[config.mk]
export PLATFORM = sky130hd
export DESIGN_NAME = mux_rr_nx1_flat
export DESIGN_NICKNAME = d
export VERILOG_FILES = /design/src/rtl/mux_rr_nx1_if.sv /design/src/rtl/mux_rr_nx1.sv /design/src/flat_wrapper.sv
export SDC_FILE = /design/constraint.sdc
export NUM_CORES = 1
export LEC_CHECK = 0
export ABC_AREA = 1
export CAP_MARGIN = 20
export CORE_MARGIN = 4
export CORE_UTILIZATION = 39
export DETAILED_ROUTE_END_ITERATION = 10
export PLACE_DENSITY = 0.75
export SLEW_MARGIN = 25
export SYNTH_ARGS = -nofsm -noshare
export SYNTH_HDL_FRONTEND = slang
export SYNTH_SLANG_ARGS = --single-unit
[constraint.sdc]
create_clock -name clk -period 2.8 [get_ports clk]
set_input_delay 0.7 -clock clk [delete_from_list [all_inputs] [get_ports clk]]
set_output_delay 0.7 -clock clk [all_outputs]
set_load 0.01 [all_outputs]
[src/rtl/mux_rr_nx1_if.sv]
// Streaming bundle for mux_rr_nx1: N producer channels in, one beat out.
// master = producers/consumer side, slave = the mux itself.
interface mux_rr_nx1_if #(
  parameter int WIDTH = 4,
  parameter int N     = 4,
  parameter int SW    = $clog2(N)
);
  logic [N*WIDTH-1:0] in_data;
  logic [N-1:0]       in_valid;
  logic [N-1:0]       in_ready;
  logic [WIDTH-1:0]   out_data;
  logic [SW-1:0]      out_ch;
  logic               out_valid;
  logic               out_ready;

  modport master (
    output in_data,
    output in_valid,
    output out_ready,
    input  in_ready,
    input  out_data,
    input  out_ch,
    input  out_valid
  );

  modport slave (
    input  in_data,
    input  in_valid,
    input  out_ready,
    output in_ready,
    output out_data,
    output out_ch,
    output out_valid
  );
endinterface

[src/rtl/mux_rr_nx1.sv]
// N-to-1 streaming mux, registered output, round-robin or forced select.
// Ports: clk, rst_n, mode (0=rr,1=forced), sel, bus (slave handshake bundle).
module mux_rr_nx1 #(
  parameter int WIDTH = 4,
  parameter int N     = 4,
  parameter int SW    = $clog2(N)
) (
  input  logic          clk,
  input  logic          rst_n,
  input  logic          mode,
  input  logic [SW-1:0] sel,
  mux_rr_nx1_if.slave   bus
);

  logic [WIDTH-1:0] data_q;
  logic [SW-1:0]    ch_q;
  logic             valid_q;
  logic [SW-1:0]    ptr;

  logic             load_en;
  logic             gnt;
  logic [SW-1:0]    gnt_idx;
  logic [WIDTH-1:0] gnt_data;
  logic [SW:0]      scan;
  logic [SW-1:0]    ptr_nxt;

  assign load_en = !valid_q || bus.out_ready;

  // Grant search. The rr scan index is one bit wider so that
  // ptr+i cannot overflow before the modulo-N fold.
  always_comb begin
    gnt     = 1'b0;
    gnt_idx = '0;
    scan    = '0;
    unique case (1'b1)
      mode: begin
        // Only indices below N exist, so sel >= N never grants.
        for (int k = 0; k < N; k++) begin
          if (sel == SW'(k) && bus.in_valid[k]) begin
            gnt     = 1'b1;
            gnt_idx = sel;
          end
        end
      end
      default: begin
        for (int i = 0; i < N; i++) begin
          scan = {1'b0, ptr} + (SW+1)'(i);
          if (scan >= (SW+1)'(N))
            scan = scan - (SW+1)'(N);
          if (!gnt && bus.in_valid[scan]) begin
            gnt     = 1'b1;
            gnt_idx = scan[SW-1:0];
          end
        end
      end
    endcase
  end

  always_comb begin
    gnt_data     = '0;
    bus.in_ready = '0;
    for (int k = 0; k < N; k++) begin
      if (gnt_idx == SW'(k)) begin
        gnt_data        = bus.in_data[k*WIDTH +: WIDTH];
        bus.in_ready[k] = load_en && gnt;
      end
    end
  end

  assign ptr_nxt = (gnt_idx == SW'(N-1)) ? '0
                 : gnt_idx + SW'(1);

  always_ff @(posedge clk or negedge rst_n) begin
    if (!rst_n) begin
      data_q  <= '0;
      ch_q    <= '0;
      valid_q <= 1'b0;
      ptr     <= '0;
    end else if (load_en && gnt) begin
      data_q  <= gnt_data;
      ch_q    <= gnt_idx;
      valid_q <= 1'b1;
      if (!mode)
        ptr <= ptr_nxt;
    end else if (bus.out_ready) begin
      valid_q <= 1'b0;
    end
  end

  assign bus.out_data  = data_q;
  assign bus.out_ch    = ch_q;
  assign bus.out_valid = valid_q;

endmodule

[src/flat_wrapper.sv]
// flat-port wrapper written by rule: the top's interface ports become plain ports
module mux_rr_nx1_flat 
#(
  parameter int WIDTH = 4,
  parameter int N     = 4,
  parameter int SW    = $clog2(N)
)
  (clk, rst_n, mode, sel, bus_in_data, bus_in_valid, bus_out_ready, bus_in_ready, bus_out_data, bus_out_ch, bus_out_valid);
  mux_rr_nx1_if #(.WIDTH(WIDTH), .N(N), .SW(SW)) bus_i ();
  input  logic clk;
  input  logic rst_n;
  input  logic mode;
  input  logic [SW-1:0] sel;
  input wire logic [$bits(bus_i.in_data)-1:0] bus_in_data;
  input wire logic [$bits(bus_i.in_valid)-1:0] bus_in_valid;
  input wire logic [$bits(bus_i.out_ready)-1:0] bus_out_ready;
  output wire logic [$bits(bus_i.in_ready)-1:0] bus_in_ready;
  output wire logic [$bits(bus_i.out_data)-1:0] bus_out_data;
  output wire logic [$bits(bus_i.out_ch)-1:0] bus_out_ch;
  output wire logic [$bits(bus_i.out_valid)-1:0] bus_out_valid;
  assign bus_i.in_data = bus_in_data;
  assign bus_i.in_valid = bus_in_valid;
  assign bus_i.out_ready = bus_out_ready;
  assign bus_in_ready = bus_i.in_ready;
  assign bus_out_data = bus_i.out_data;
  assign bus_out_ch = bus_i.out_ch;
  assign bus_out_valid = bus_i.out_valid;
  mux_rr_nx1 #(.WIDTH(WIDTH), .N(N), .SW(SW)) u_core (.clk(clk), .rst_n(rst_n), .mode(mode), .sel(sel), .bus(bus_i));
endmodule
==> results.md <==
* DP Area at 1460 sq um
* Fill cell count at 119
* Final worst-path cycle share at 112.4%
* Synth cell types at 23
* Syn nets at 173
* Detailed Place HPWL at 2144 microns
* CTS tree: built
* Routed wl met2 at 2442 microns
* Worst-margin pin slew at 0.4289 ns
* Peak supply drop at 0.8466 mV
* CP arrival at 2.45 ns
* DR vias at 1443
* Ys Warns at 0
* Combinational Power Share at 83.1%
* Total CTS buffers at 3
* Global route overflow at 0
* Final Skew at 0.005627 ns
* Routed length on met1 at 1933 microns
* Worst Hold Endpoint: u_core.bus.out_data[2]
* Crit path setup slack, layout at -0.3474 ns
* Required @ worst endpoint at 2.10 ns
* CP endpoint kind: output pin
* ANT cells at 0
* Violated checks: negative setup slack
* Top cell type's share of synthesized area at 24.32%
* First-pass GRT wire length at 6492 microns
* Power Density at 1166 nW/um^2
* Die width at 56.73 microns
* CTS root buf: clkbuf_4
* Worst rel slew slack at 71.31%
* Hold path start: u_core.bus.out_data[2]
* Mapped Avg Cell Area at 6.475 sq um
* Layout cells sized above 1 at 50.67%
* Max cap viols at 0
* Final setup viols at 6
* Int Pwr at 1097 uW
* Uppermost layer routed: met4
* # DRC at 0
* Sw Pwr at 1094 uW
* Drt via density at 5.749
* F_max at 317.7 MHz
* Status: finished, violations left
* Tot GR Track Use at 26.07%
* Post-Syn Area at 925.9 sq um
* Vias in the first global route at 1381
* Nets at 254
* Hold WS at 0.4932 ns
* DRT Pass-1 Iters at 4
* Worst-skew pair later-pin latency at 0.26 ns
* Largest net degree at the start of global routing at 11
* RSZ-0062 raised after global routing: yes
* Worst R2R End: u_core.bus.out_ch[1]
* Clk sinks at 9
* Ranking of synthesized cells by area: dfrtp_1 24%, nand2_1 21%, nand3_1 7.0%
* Final hold violations at 0
* Area Growth Syn to Fin at 103.0%
* Final WL at 5290 microns
* Clk buf depth at 2
* Min cycle time layout at 3.147 ns
* Place WS at -0.9234 ns
* Gate Count Post-Synth at 143
* Worst setup SP type: register
* Yosys reg bits at 9
* Routability cong. at 0.8456
* Post-synthesis sequential area ratio at 24.32%
* Setup CP Type: reg2out
* Core Box Area at 2233 sq um
* Antenna violations before repair at 0
* Design area at 1879 sq um
* Die area at 3218 sq um
* IO buf count at 36
* Initial Util at 41.46%
* WL/cell at 21.08 microns
* Worst-path clk slew at 0.07 ns
* Leak at 0.0009169 uW
* Area leader, netlist: dfrtp_1
* Row count at 17
* Hold Buf Count CTS at 0
* Antenna Nets Post-Route at 0
* Slew Limit Fails at 0
* Max H-tree Level at 1
* Routed length on met3 at 465 microns
* Top-Level Pins at 37
* Worst r2r src: u_core.ptr[0]
* Sw Share at 49.94%
* Starting DRC count in detailed routing at 98
* Worst hold stages at 2
* Vert. Die Dim at 56.73 microns
* Sequential share of power at 12.1%
* Clk pwr share at 4.8%
* Worst Hold Class: reg2reg
* Flop2flop setup slack at -0.09 ns
* Depth of the most critical reg-to-reg path at 22
* CP max FO at 8
[power groups by stage]
stage / combinational, uW / sequential [uW] / clock [uW]
2_1_floorplan: 624 / 247 / 0
3_3_place_gp: 1000 / 249 / 0
3_5_place_dp: 1030 / 251 / 0
4_1_cts: 1370 / 256 / 101
5_1_grt: 1900 / 270 / 109
6_report: 1820 / 265 / 105
[state kept, by name, indices dropped and copies added (netlist names)]
name / cells
u_core.bus.out_valid: 1
u_core.ptr: 2
u_core.bus.out_ch: 2
u_core.bus.out_data: 4
[layout by cell type (no fill, tap or decap), types with 2 or more instances in the layout]
cell type / n
buf_2: 8
nor2_2: 4
a211oi_1: 4
clkdlybuf4s50_1: 28
nor2_1: 9
nand2_4: 12
o31ai_1: 4
inv_4: 3
dfrtp_2: 2
inv_2: 7
buf_4: 29
nand3_2: 5
ha_4: 4
nand3_4: 4
buf_6: 14
nand2_1: 33
inv_1: 8
a21oi_1: 5
dfrtp_1: 7
nand2_2: 14
nand3_1: 9
clkbuf_4: 3
[stage by stage]
| stage | util, % | power, uW | setup TNS, ns | cells |
|---|---|---|---|---|
| after floorplan | - | 871.2 | 0 | 143 |
| after global placement | 65.38 | 1251 | -4.223 | 226 |
| after detailed placement | 65.38 | 1277 | -4.793 | 226 |
| after CTS | 76.75 | 1730 | -0.2988 | 246 |
| after global routing | 84.15 | 2276 | -1.827 | 251 |
| final | 84.15 | 2191 | -1.391 | 251 |
[kinds of logic after synthesis]
group                      synth area share [%]
buffers and inverters                     10.81
and+or+nand+nor                           49.05
AOI/OAI and AO/OA                         10.41
DFF                                       24.32
adders and majority gates                 5.406
[how the worst max path moves through the flow]
stage / startpoint / end / slack, ns / cells after the start
6_report: u_core.ptr[0] / bus_in_ready[3] / -0.35 / 16
5_1_grt: u_core.ptr[0] / bus_in_ready[3] / -0.41 / 14
4_1_cts: u_core.ptr[0] / bus_in_ready[1] / -0.09 / 16
3_5_place_dp: bus_in_valid[3] / bus_in_ready[3] / -0.92 / 15
3_3_place_gp: bus_in_valid[3] / bus_in_ready[1] / -0.84 / 13
2_1_floorplan: bus_in_valid[2] / bus_in_ready[2] / 0.06 / 15
[Yosys cell counts (all sizes together)]
cell and number:
nand2 59, inv 19, nor2 14, nand3 18, o31ai 4, a211oi 4, nor3b 1, o21ai 1
a31oi 1, a21oi 5, nand4 1, buf 3, ha 4, dfrtp 9
[cell type report]
| type | instances | area, sq um | area share, % |
|---|---|---|---|
| multi-input cells | 112 | 810.8 | 43.14 |
| repair buffers | 79 | 695.7 | 37.02 |
| flip-flops and latches | 9 | 227.7 | 12.12 |
| inverters | 19 | 83.83 | 4.461 |
| well taps | 28 | 35.03 | 1.864 |
| clock buffers | 4 | 26.28 | 1.398 |
[critical path, stage by stage, from the launching register on]
cell and delay (ns):
dfrtp_2 0.50, clkinv_4 0.17, nand2_4 0.11, nand2_4 0.06, nand2_4 0.09, nand2_4 0.07, nor2_8 0.16, nand3_4 0.12
nand2_2 0.09, nand2_2 0.08, nand3_4 0.09, nand2_4 0.09, inv_4 0.10, ha_4 0.16, inv_4 0.04, nor2_2 0.09
buf_2 0.14
[per-layer routing]
layer  track usage (%)  vias to the layer above
li1                  -                      618
met1             29.52                      672
met2             46.04                      113
met3             3.678                       40
met4             14.58                        0
met5                 0                        -
[repair_timing]
item | in CTS | in global routing
cloned | 0 | 0
resized for setup | 76 | 33
buffers inserted | 17 | 5
endpoints found under the setup margin | 8 | 5
pin swaps | 22 | 21
Note: power is estimated with default switching activity, not from simulation.
